--- config.mk ---
export PLATFORM = sky130hd
export DESIGN_NAME = pp_enable_ctrl
export DESIGN_NICKNAME = d
export VERILOG_FILES = /design/src/rtl/pp_pkg.sv /design/src/rtl/pp_btn_pulse.sv /design/src/rtl/pp_enable_ctrl.sv
export SDC_FILE = /design/constraint.sdc
export NUM_CORES = 1
export LEC_CHECK = 0
export ABC_AREA = 1
export BUFFER_PORTS_ARGS = -buffer_cell sky130_fd_sc_hd__buf_2
export CAP_MARGIN = 40
export CORE_AREA = 2 2 39 41
export CTS_CLUSTER_DIAMETER = 120
export DETAILED_ROUTE_END_ITERATION = 12
export DIE_AREA = 0 0 41 43
export RECOVER_POWER = 50
export SLEW_MARGIN = 10
export SYNTH_ARGS = -nofsm -noshare
export SYNTH_HDL_FRONTEND = slang
export SYNTH_HIERARCHICAL = 1
export SYNTH_SLANG_ARGS = --single-unit
--- constraint.sdc ---
create_clock -name clk -period 1.2 [get_ports clk]
set_clock_uncertainty 0.05 [all_clocks]
set_input_delay 0.24 -clock clk [delete_from_list [all_inputs] [get_ports clk]]
set_output_delay 0.24 -clock clk [all_outputs]
set_load 0.03 [all_outputs]
--- src/rtl/pp_pkg.sv ---
// Shared definitions for the ping-pong counter and its run-control front end.
package pp_pkg;

  typedef enum logic {
    ST_PAUSE = 1'b0,
    ST_RUN   = 1'b1
  } pp_state_e;

  localparam int unsigned PP_DIV_DEF    = 4;
  localparam int unsigned PP_DB_LEN_DEF = 4;

  // Counter width able to hold 0..n-1, never narrower than one bit.
  function automatic int unsigned pp_cnt_w(input int unsigned n);
    return (n > 1) ? $clog2(n) : 1;
  endfunction

endpackage

--- src/rtl/pp_btn_pulse.sv ---
// Raw push-button to single-cycle press pulse: 2-flop synchroniser, debounce
// that needs DB_LEN consecutive differing samples, then rising-edge detect.
module pp_btn_pulse
  import pp_pkg::*;
#(
  parameter int unsigned DB_LEN = PP_DB_LEN_DEF
) (
  input  logic clk,
  input  logic rst_n,
  input  logic btn_raw,
  output logic pulse
);

  localparam int unsigned     CW       = pp_cnt_w(DB_LEN);
  localparam logic [CW-1:0]   CNT_LAST = CW'(DB_LEN - 1);

  logic [1:0]    sync_q, sync_d;
  logic          level_q, level_d;
  logic          level_d1_q, level_d1_d;
  logic [CW-1:0] cnt_q, cnt_d;

  // Accept the synchronised level only after it has differed long enough.
  always_comb begin
    sync_d     = {sync_q[0], btn_raw};
    level_d    = level_q;
    level_d1_d = level_q;
    cnt_d      = '0;
    if (sync_q[1] != level_q) begin
      if (cnt_q == CNT_LAST) begin
        level_d = sync_q[1];
      end else begin
        cnt_d = cnt_q + CW'(1);
      end
    end
  end

  always_ff @(posedge clk or negedge rst_n) begin
    if (!rst_n) begin
      sync_q     <= '0;
      level_q    <= 1'b0;
      level_d1_q <= 1'b0;
      cnt_q      <= '0;
    end else begin
      sync_q     <= sync_d;
      level_q    <= level_d;
      level_d1_q <= level_d1_d;
      cnt_q      <= cnt_d;
    end
  end

  assign pulse = level_q & ~level_d1_q;

endmodule

--- src/rtl/pp_enable_ctrl.sv ---
// Run-control for the ping-pong counter: periodic enable ticks in RUN,
// single-stepped ticks in PAUSE, toggled by a debounced pause button.
module pp_enable_ctrl
  import pp_pkg::*;
#(
  parameter int unsigned DIV           = PP_DIV_DEF,
  parameter int unsigned DB_LEN        = PP_DB_LEN_DEF,
  parameter bit          START_RUNNING = 1'b0
) (
  input  logic clk,
  input  logic rst_n,
  input  logic btn_pause,
  input  logic btn_step,
  output logic enable,
  output logic running
);

  localparam int unsigned   PW       = pp_cnt_w(DIV);
  localparam logic [PW-1:0] PRE_LAST = PW'(DIV - 1);
  localparam pp_state_e     ST_INIT  = START_RUNNING ? ST_RUN : ST_PAUSE;

  logic          pause_pulse;
  logic          step_pulse;
  pp_state_e     state_q, state_d;
  logic [PW-1:0] presc_q, presc_d;
  logic          enable_q, enable_d;

  pp_btn_pulse #(.DB_LEN(DB_LEN)) u_pause (
    .clk     (clk),
    .rst_n   (rst_n),
    .btn_raw (btn_pause),
    .pulse   (pause_pulse)
  );

  pp_btn_pulse #(.DB_LEN(DB_LEN)) u_step (
    .clk     (clk),
    .rst_n   (rst_n),
    .btn_raw (btn_step),
    .pulse   (step_pulse)
  );

  // Pause pulse wins over both a due tick and a step; prescaler restarts on
  // every state change so the first RUN tick lands DIV cycles after entry.
  always_comb begin
    state_d  = state_q;
    presc_d  = '0;
    enable_d = 1'b0;
    case (state_q)
      ST_PAUSE: begin
        enable_d = step_pulse & ~pause_pulse;
        if (pause_pulse) begin
          state_d = ST_RUN;
        end
      end
      ST_RUN: begin
        enable_d = (presc_q == PRE_LAST) & ~pause_pulse;
        if (pause_pulse) begin
          state_d = ST_PAUSE;
        end else if (presc_q != PRE_LAST) begin
          presc_d = presc_q + PW'(1);
        end
      end
    endcase
  end

  always_ff @(posedge clk or negedge rst_n) begin
    if (!rst_n) begin
      state_q  <= ST_INIT;
      presc_q  <= '0;
      enable_q <= 1'b0;
    end else begin
      state_q  <= state_d;
      presc_q  <= presc_d;
      enable_q <= enable_d;
    end
  end

  assign enable  = enable_q;
  assign running = (state_q == ST_RUN);

endmodule

# --- Yosys cells after proc, flatten, opt, wreduce, memory -nomap -nowiden ---
# Cells that the tools add are included.
# W data, S select, Z words.
word_totals:
  ff_bits: 16
  inputBits: 4
  out_inout_bits: 2
  elab_cells: 41
op_classes:
  n_addsub: 3
  n_eq_ne: 6
  n_mux: 11
  n_bitwise: 8
  n_reduce_logical: 2
op_table:
  columns: ["op", "n"]
  rows:
  - ["$mux W2", 7]
  - ["$add A2 B1 Y2 const B", 3]
  - ["$eq A2 B2 Y1 const B", 3]
  - ["$and A1 B1 Y1", 4]
  - ["$not A1 Y1", 4]
  - ["$pmux W1 S2", 2]
  - ["$reduce_and A2 Y1", 2]
  - ["$mux W1", 2]
  - ["$ne A1 B1 Y1", 2]
  - ["$ne A2 B2 Y1 const B", 1]

# --- Logic depth before layout (Yosys ltp) ---
# Gate-level depths: netlist of the first run.
depth:
  ltp_word: 5
  ltp_mapped: 5

# --- Cells and area by module ---
# Netlist of the first run, hierarchy kept.
by_module_without_submodules:
  columns: ["module", "n_inst", "cells_per_inst", "area_per_inst_um2", "seq_area_each_um2"]
  rows:
  - ["pp_btn_pulse", 2, 19, 211.5, 150.1]
  - ["pp_enable_ctrl", 1, 17, 161.4, 100.1]

# --- Worst setup path after synthesis of the first run ---
# OpenSTA, ideal clock, no wires.
synth_timing:
  path_type: "flip-flop to flip-flop"
  startpoint: "register u_pause.cnt_q[0]"
  endpoint: "register u_pause.cnt_q[0]"
  t_arrival_ps: 851
  required_time_ps: 1079
  path_slack_ps: 228
  stages_incl_launch_ff: 4
  period_less_slack_ps: 972
  path_cell_list: "dfrtp_1 -> ha_1 -> or2_0 -> nor2_1"
synth_via:
  elab_chain_cells: 3
  elab_cells_between_ends: 4
  cone_classes: "add/sub (1); eq/ne (1); mux (2)"
synth_rtl:
  columns: ["item", "line_no", "rtl"]
  rows:
  - ["from (decl)", "pp_btn_pulse.sv:20", "logic [CW-1:0] cnt_q, cnt_d;"]
  - ["from (signal assigned)", "pp_btn_pulse.sv:47", "cnt_q <= cnt_d;"]
  - ["$add A2 B1 Y2 or $eq A2 B2 Y1 (tied branches)", "pp_btn_pulse.sv:32, pp_btn_pulse.sv:29", null]
  - ["$mux W2 *", "pp_btn_pulse.sv:29", "if (cnt_q == CNT_LAST) begin"]
  - ["$mux W2 *", "pp_btn_pulse.sv:28", "if (sync_q[1] != level_q) begin"]
  - ["net u_pause.cnt_d[0]", "pp_btn_pulse.sv:20", null]
# The timed path passes the listed nets; every way through them passes the cells marked *.
# A chain may end at the register's enable or synchronous reset.

# --- Worst setup path in the final report of the first run ---
layout_timing:
  startpoint: "register state_q, in the netlist running"
  endpoint: "output port running"
layout_lines:
  columns: ["item", "line_no", "rtl"]
  rows:
  - ["from (decl)", "pp_enable_ctrl.sv:24", "pp_state_e state_q, state_d;"]
  - ["from (signal assigned)", "pp_enable_ctrl.sv:72", "state_q <= state_d;"]
  - ["to (decl)", "pp_enable_ctrl.sv:15", "output logic running"]
# No word-level cell between the ends.

==> results.yml, run 1 <==
run_status:
  status: "complete, no violations"
final_layout:
  fin_util_pct: 50.7
  area.growth.synth_to_final_pct: 20.1
  fin_nets: 75
  num_antenna_cells: 0
  fill_cells: 126
  mostFrequentLayoutCell: "dfrtp_1"
  drive_gt1_share_pct: 13.4
  final_cell_mix: "dfrtp_1, nand2_1, nor2_1, inv_1"
  seqCellArea_sq_um: 400
  multi_input_area_sq_um: 150
synthesis:
  ys_ff_latch: 16
  postSynthAreaPerCell_sq_um: 10.6
  yosysWarnings: 6
  synthTopCellsByArea: "dfrtp_1, nand2_1, ha_1"
  syn-cell-area_sq_um: 584
  postSynthCellCount: 55
  yosysTopAreaCell: "dfrtp_1"
  synthDistinctLibCells: 7
  synth.net_count: 62
  synth-seq-area-share_pct: 68.5
  synth_top_area_share_pct: 68.5
route:
  num_vias: 344
  drtIter0Drc: 7
  ant_nets: 0
  via_per_inst: 4.14
  first_pass_iters: 4
  drc: 0
  routed_wl_um: 818
  wire_per_inst_um: 9.86
floorplanning:
  initial_core_util_pct: 42.2
  core_sq_um: 1380
  die_h_um: 43
  die_w_um: 41
  fp.dieArea_sq_um: 1760
  row_count: 14
  top_level_ports: 6
setup_path:
  path_cells: "buf_6"
  cp_top_family: "flip-flops"
  path_class: "reg2out"
  start_kind: "flop"
  cp_max_fo: 4
  critPathArrivalTime_ns: 0.86
  critical_path_required_ns: 0.91
  crit_path_end_kind: "output port"
  critPathBufInv: 1
  slowest_delay_ns: 0.42
  slowest_stage: "dfrtp_1"
grt:
  grt_pass1_vias: 345
  grt_pass1_wl_um: 1350
  grt-ovfl-total: 0
  grt_antenna_before_repair: 0
  grt_max_degree: 17
  grt_use_total_pct: 13.1
cts:
  worst_skew_pair.late_latency_ns: 0.29
  numCtsBuffers: 3
  clk_pin_slew_ns: 0.09
  root_buffer: "clkbuf_4"
  cts_tree: "yes"
  cts_sinks: 16
  clockBufferDepth: 2
  htree_num_levels: 1
sta:
  worst_pin_slew_ns: 0.381
  slew_headroom_pct: 74.6
  finalSetupTns_ns: 0
  finalSetupViolCount: 0
  rsz0062_at_grt: "false"
  hold_viol_final: 0
  drv_slew: 0
  min_period_ns: 1.15
  timing.final.crit_share_pct: 96.0
  timing.fmax_mhz: 868
place:
  portBuffers: 5
  globalplace.congestion: 0.637
  dpl.hpwl_um: 599
pwr:
  leakage_uw: 0.000380
  powerDensity_nw_per_um2: 2320
  ir_drop_mv: 0.924
hold_path:
  hp-class: "reg2reg"
job:
  drv_cap: 0
[path summary, 6_finish.rpt]
kind	from	to	slack, ns	cells past startpoint
worst min-delay path	u_step/sync_q[0]	u_step/sync_q[1]	0.31	0
worst max register to register	u_pause/cnt_q[0]	u_pause/cnt_q[0]	0.15	3
worst max-delay path	running	running	0.05	1
worst min register to register	u_step/sync_q[0]	u_step/sync_q[1]	0.31	0
min in group asynchronous	rst_n	u_step/sync_q[1]	0.34	2
max in group asynchronous	rst_n	u_pause/cnt_q[1]	0.49	2
[flip-flops by register name, indices dropped and copies added, names as in the netlist]
register and count:
u_pause/sync_q 2, u_step/level_d1_d 1, enable 1, u_pause/level_d1_q 1
running 1, u_step/level_d1_q 1, u_pause/cnt_q 2, u_pause/level_d1_d 1
u_step/cnt_q 2, presc_q 2, u_step/sync_q 2
[metrics by stage]
stage	cells	hold WS [ns]	setup slack (ns)	cell area, sq um	power [uW]
floorplan	55	-0.106	0.228	584	1140
global placement	76	0.120	0.198	629	1240
detailed placement	76	0.119	0.156	629	1270
CTS	83	0.307	0.0189	696	1630
global route	83	0.323	0.00971	702	1760
finish	83	0.305	0.0474	702	1630
[what timing repair did]
| action | 4_1_cts | 5_1_grt |
|---|---|---|
| endpoints found under the hold margin | 18 | 0 |
| setup buffers | 0 | 0 |
| endpoints found under the setup margin | 0 | 1 |
| hold buffers | 3 | 0 |
| gates resized for setup | 0 | 3 |
[synthesized netlist by cell type]
| library cell | instances |
|---|---|
| dfrtp_1 | 16 |
| ha_1 | 3 |
| inv_1 | 9 |
| nand2_1 | 11 |
| nor2_1 | 10 |
| o21ai_0 | 3 |
| or2_0 | 3 |
[routing by layer]
| metal | up-vias | part of all wire [%] | routed length [um] | global-route usage (%) |
|---|---|---|---|---|
| li1 | 186 | - | - | - |
| met1 | 144 | 46 | 379 | 12.5 |
| met2 | 9 | 44 | 362 | 19.1 |
| met3 | 5 | 4.4 | 36 | 4.71 |
| met4 | 0 | 4.9 | 40 | 14.0 |
| met5 | - | 0 | 0 | 0 |
[where the power goes]
group | leakage, uW | total (uW) | switching [uW] | internal (uW)
combinational | 0.000159 | 466 | 277 | 189
sequential | 0.000200 | 813 | 94.3 | 719
clock | 0.0000210 | 351 | 166 | 185
[cell families after synthesis]
logic type | count (synthesis) | share of synthesized area, %
AOI/OAI and AO/OA | 3 | 2.57
adders and majority gates | 3 | 6.42
buffers and inverters | 9 | 5.78
DFF | 16 | 68.5
and+or+nand+nor | 24 | 16.7
[area by class of cell]
type / instances / share of cell area (%)
timing repair buffer: 8 / 8.73
tap: 16 / 2.85
sequential: 16 / 57.0
multi-input combinational: 30 / 21.4
clock buffer: 4 / 5.17
inverter: 9 / 4.81
No activity file was read; power rests on OpenSTA's default activity.
==> inputs of run 2 (changes only) <==
--- a/config.mk
+++ b/config.mk
@@ -8,10 +8,13 @@
 export ABC_AREA = 1
 export BUFFER_PORTS_ARGS = -buffer_cell sky130_fd_sc_hd__buf_2
 export CAP_MARGIN = 40
-export CORE_AREA = 2 2 39 41
+export CELL_PAD_IN_SITES_DETAIL_PLACEMENT = 1
+export CELL_PAD_IN_SITES_GLOBAL_PLACEMENT = 1
+export CORE_MARGIN = 2
+export CORE_UTILIZATION = 41
 export CTS_CLUSTER_DIAMETER = 120
 export DETAILED_ROUTE_END_ITERATION = 12
-export DIE_AREA = 0 0 41 43
+export PLACE_DENSITY_LB_ADDON = 0.1
 export RECOVER_POWER = 50
 export SLEW_MARGIN = 10
 export SYNTH_ARGS = -nofsm -noshare
==> results.yml, run 2 (synthesis gave the netlist of run 1 again) <==
run_status:
  status: "complete, no violations"
final_layout:
  fill_cells: 161
  num_antenna_cells: 0
  final_cell_mix: "dfrtp_1, nand2_1, nor2_1, inv_1"
  area.growth.synth_to_final_pct: 19.9
  drive_gt1_share_pct: 13.4
  fin_util_pct: 53.2
  finalInstanceArea_sq_um: 701
  mostFrequentLayoutCell: "dfrtp_1"
  fin_nets: 75
floorplanning:
  die_w_um: 41.8
  core_sq_um: 1320
  initial_core_util_pct: 44.3
  die_h_um: 41.8
  row_count: 13
  fp.dieArea_sq_um: 1740
  top_level_ports: 6
setup_path:
  slowest_stage: "dfrtp_1"
  rr_worst_depth: 3
  cp_max_fo: 4
  r2r_end: "u_step/cnt_q[0]"
  path_class: "reg2out"
  path_cells: "buf_6"
  critPathArrivalTime_ns: 0.86
  slowest_delay_ns: 0.43
  startpoint: "running"
  timing.rr.start: "u_step/cnt_q[0]"
  ff2ff_setup_slack_ns: 0.12
  crit_cells: 1
  critical_path_required_ns: 0.91
  start_kind: "flop"
  cp_top_family: "flip-flops"
  crit_path_end: "running"
  critPathBufInv: 1
  crit_path_end_kind: "output port"
pwr:
  leakage_uw: 0.000380
  powerDensity_nw_per_um2: 2350
  ir_drop_mv: 1.29
grt:
  grt_pass1_wl_um: 1660
  grt_pass1_vias: 426
  grt_antenna_before_repair: 0
  grt_use_total_pct: 13.1
  grt-ovfl-total: 0
  grt_max_degree: 17
sta:
  min_period_ns: 1.15
  finalSetupViolCount: 0
  finalSetupTns_ns: 0
  slew_headroom_pct: 74.3
  hold_viol_final: 0
  timing.final.crit_share_pct: 95.9
  rsz0062_at_grt: "false"
  timing.fmax_mhz: 869
  drv_slew: 0
  worst_pin_slew_ns: 0.385
route:
  routed_wl_um: 921
  first_pass_iters: 3
  via_per_inst: 4.66
  wire_per_inst_um: 11.2
  num_vias: 382
  drc: 0
  drtIter0Drc: 3
  ant_nets: 0
cts:
  root_buffer: "clkbuf_4"
  numCtsBuffers: 3
  worst_skew_pair.late_latency_ns: 0.28
  htree_num_levels: 1
  cts_tree: "yes"
  clockBufferDepth: 2
  cts_sinks: 16
  clk_pin_slew_ns: 0.09
hold_path:
  hp-class: "reg2reg"
place:
  placed_cell_area_sq_um: 628
  portBuffers: 5
  globalplace.congestion: 0.639
  dpl.hpwl_um: 660
job:
  drv_cap: 0
## run 2: cell counts in the layout (fill, tap and decap cells not counted)
No cell type changed its count.
## run 2: power by group
part	switching (uW)	internal (uW)	leakage (uW)
Combinational	306	189	0.000159
Clock	160	184	0.0000210
Sequential	87.4	718	0.000200
## run 2: what timing repair did
action	CTS	global route
endpoints found under the hold margin	18	0
setup buffers	0	0
hold buffers	3	0
resized for setup	1	1
setup endpoints to repair	1	1
## run 2: area by class of cell
| type | count | area (sq um) | area share [%] |
|---|---|---|---|
| Tap cell | 15 | 18.8 | 2.68 |
| Clock buffer | 4 | 36.3 | 5.18 |
| Sequential cell | 16 | 400 | 57.1 |
| Timing Repair Buffer | 8 | 61.3 | 8.75 |
| Multi-Input combinational cell | 30 | 150 | 21.4 |
| Inverter | 9 | 33.8 | 4.82 |
## run 2: worst min path at each step
stage	from	endpoint	cells after the start
final	u_pause/sync_q[0]	u_pause/sync_q[1]	0
after global routing	u_pause/sync_q[0]	u_pause/sync_q[1]	0
after CTS	u_pause/sync_q[0]	u_pause/sync_q[1]	0
after detailed placement	rst_n	presc_q[1]	1
after global placement	rst_n	presc_q[0]	1
after floorplan	rst_n	enable	0
## run 2: per-layer routing
metal	vias to the layer above	GRT usage [%]	part of all wire, %
li1	188	-	-
met1	186	12.7	40
met2	6	23.4	55
met3	2	4.35	3.8
met4	0	7.74	1.1
met5	-	0	0
## run 2: stage by stage
step	setup slack [ns]	hold slack, ns	power [uW]	instances
floorplan	0.228	-0.106	1140	55
global placement	0.188	0.122	1260	75
detailed placement	0.116	0.118	1290	75
CTS	0.0126	0.310	1660	82
global route	0.0152	0.325	1790	82
finish	0.0494	0.306	1640	82
==> inputs of run 3 (changes only) <==
--- a/config.mk
+++ b/config.mk
@@ -11,7 +11,7 @@
 export CELL_PAD_IN_SITES_DETAIL_PLACEMENT = 1
 export CELL_PAD_IN_SITES_GLOBAL_PLACEMENT = 1
 export CORE_MARGIN = 2
-export CORE_UTILIZATION = 41
+export CORE_UTILIZATION = 35
 export CTS_CLUSTER_DIAMETER = 120
 export DETAILED_ROUTE_END_ITERATION = 12
 export PLACE_DENSITY_LB_ADDON = 0.1
==> results.yml, run 3 (synthesis gave the netlist of run 1 again) <==
place:
  placed_cell_area_sq_um: 629
  dpl.hpwl_um: 585
  portBuffers: 5
  globalplace.congestion: 0.731
cts:
  root_buffer: "clkbuf_4"
  cts_setup_buffers: 0
  htree_num_levels: 1
  clk_pin_slew_ns: 0.09
  cts_sinks: 16
  numCtsBuffers: 3
  worst_skew_pair.late_latency_ns: 0.28
  cts_tree: "yes"
  clockBufferDepth: 2
floorplanning:
  fp.dieArea_sq_um: 2010
  die_h_um: 44.9
  top_level_ports: 6
  row_count: 14
  initial_core_util_pct: 37.9
  core_sq_um: 1540
  die_w_um: 44.9
sta:
  worst_pin_slew_ns: 0.382
  timing.final.crit_share_pct: 94.7
  hold_viol_final: 0
  slew_headroom_pct: 74.5
  timing.fmax_mhz: 880
  min_period_ns: 1.14
  rsz0062_at_grt: "false"
  drv_slew: 0
  finalSetupTns_ns: 0
  finalSetupViolCount: 0
pwr:
  switching_share_pct: 32.6
  leakage_uw: 0.000380
  p_seq_share_pct: 49.5
  powerDensity_nw_per_um2: 2310
  p_int_uw: 1090
  ir_drop_mv: 0.975
  p_clk_share_pct: 21.4
  comb_power_share_pct: 29.1
  switchingPower_uw: 527
  p_total_uw: 1620
setup_path:
  path_cells: "buf_6"
  critical_path_required_ns: 0.91
  start_kind: "flop"
  slowest_stage: "dfrtp_1"
  critPathArrivalTime_ns: 0.85
  slowest_delay_ns: 0.42
  cp_top_family: "flip-flops"
  cp_max_fo: 4
  critPathBufInv: 1
  crit_path_end_kind: "output port"
  path_class: "reg2out"
route:
  wire_per_inst_um: 9.78
  drc: 0
  via_per_inst: 4.27
  routed_wl_um: 812
  ant_nets: 0
  first_pass_iters: 4
  drtIter0Drc: 5
  num_vias: 354
grt:
  grt_use_met3_pct: 4.80
  grt_use_total_pct: 11.4
  grt_antenna_before_repair: 0
  grtUsageMet2_pct: 17.1
  top_usage_layer: "met2"
  grt-ovfl-total: 0
  met1_usage_pct: 12.7
  grt_pass1_vias: 374
  grt_max_degree: 17
  grt_pass1_wl_um: 1520
run_status:
  status: "complete, no violations"
final_layout:
  fin_nets: 75
  final_cell_mix: "dfrtp_1, nand2_1, nor2_1, inv_1"
  drive_gt1_share_pct: 13.4
  num_antenna_cells: 0
  finalInstanceArea_sq_um: 702
  area.growth.synth_to_final_pct: 20.1
  mostFrequentLayoutCell: "dfrtp_1"
job:
  drv_cap: 0
hold_path:
  hp-class: "reg2reg"
==> run 3: cell counts in the layout (fill, tap and decap cells not counted) <==
Identical to the previous run, type by type.
==> run 3: power groups by stage <==
stage          combinational [uW]  clock [uW]  sequential, uW
2_1_floorplan                 286           0             856
3_3_place_gp                  451           0             808
3_5_place_dp                  459           0             812
4_1_cts                       467         372             802
5_1_grt                       571         399             822
6_report                      471         346             801
==> run 3: final timing paths <==
check	start	endpoint	slack (ns)	cells after the start
max	running	running	0.06	1
min	u_pause/sync_q[0]	u_pause/sync_q[1]	0.30	0
max reg2reg	u_step/cnt_q[0]	u_step/cnt_q[0]	0.15	3
min reg2reg	u_pause/sync_q[0]	u_pause/sync_q[1]	0.30	0
max in group asynchronous	rst_n	u_pause/sync_q[0]	0.48	2
min in group asynchronous	rst_n	presc_q[0]	0.35	2
==> run 3: stage by stage <==
step / utilization (%) / instances / hold slack (ns) / worst slack (ns)
floorplan: - / 55 / -0.106 / 0.228
global placement: 40.8 / 76 / 0.124 / 0.181
detailed placement: 40.8 / 76 / 0.122 / 0.164
CTS: 45.1 / 83 / 0.309 / 0.0232
global route: 45.5 / 83 / 0.319 / 0.0129
finish: 45.5 / 83 / 0.305 / 0.0639
==> run 3: worst register-to-register path, stage by stage (launching register included) <==
cell and delay, ns:
dfrtp_1 0.39, ha_1 0.22, or2_0 0.22, nor2_1 0.10
==> run 3: timing repair <==
action / 4_1_cts / 5_1_grt
resized for setup: 0 / 3
hold buffers: 3 / 0
endpoints found under the setup margin: 0 / 1
endpoints found under the hold margin: 18 / 0
==> run 3: routing by layer <==
| metal | share of wire [%] | vias up |
|---|---|---|
| li1 | - | 187 |
| met1 | 48 | 161 |
| met2 | 49 | 6 |
| met3 | 2.7 | 0 |
| met4 | 0 | 0 |
| met5 | 0 | - |
==> run 3: area by class of cell <==
| class | instances | area [sq um] |
|---|---|---|
| Multi-Input combinational cell | 30 | 150 |
| Clock buffer | 4 | 36.3 |
| Inverter | 9 | 33.8 |
| Sequential cell | 16 | 400 |
| Tap cell | 16 | 20.0 |
| Timing Repair Buffer | 8 | 61.3 |
| Fill cell | 181 | 840 |
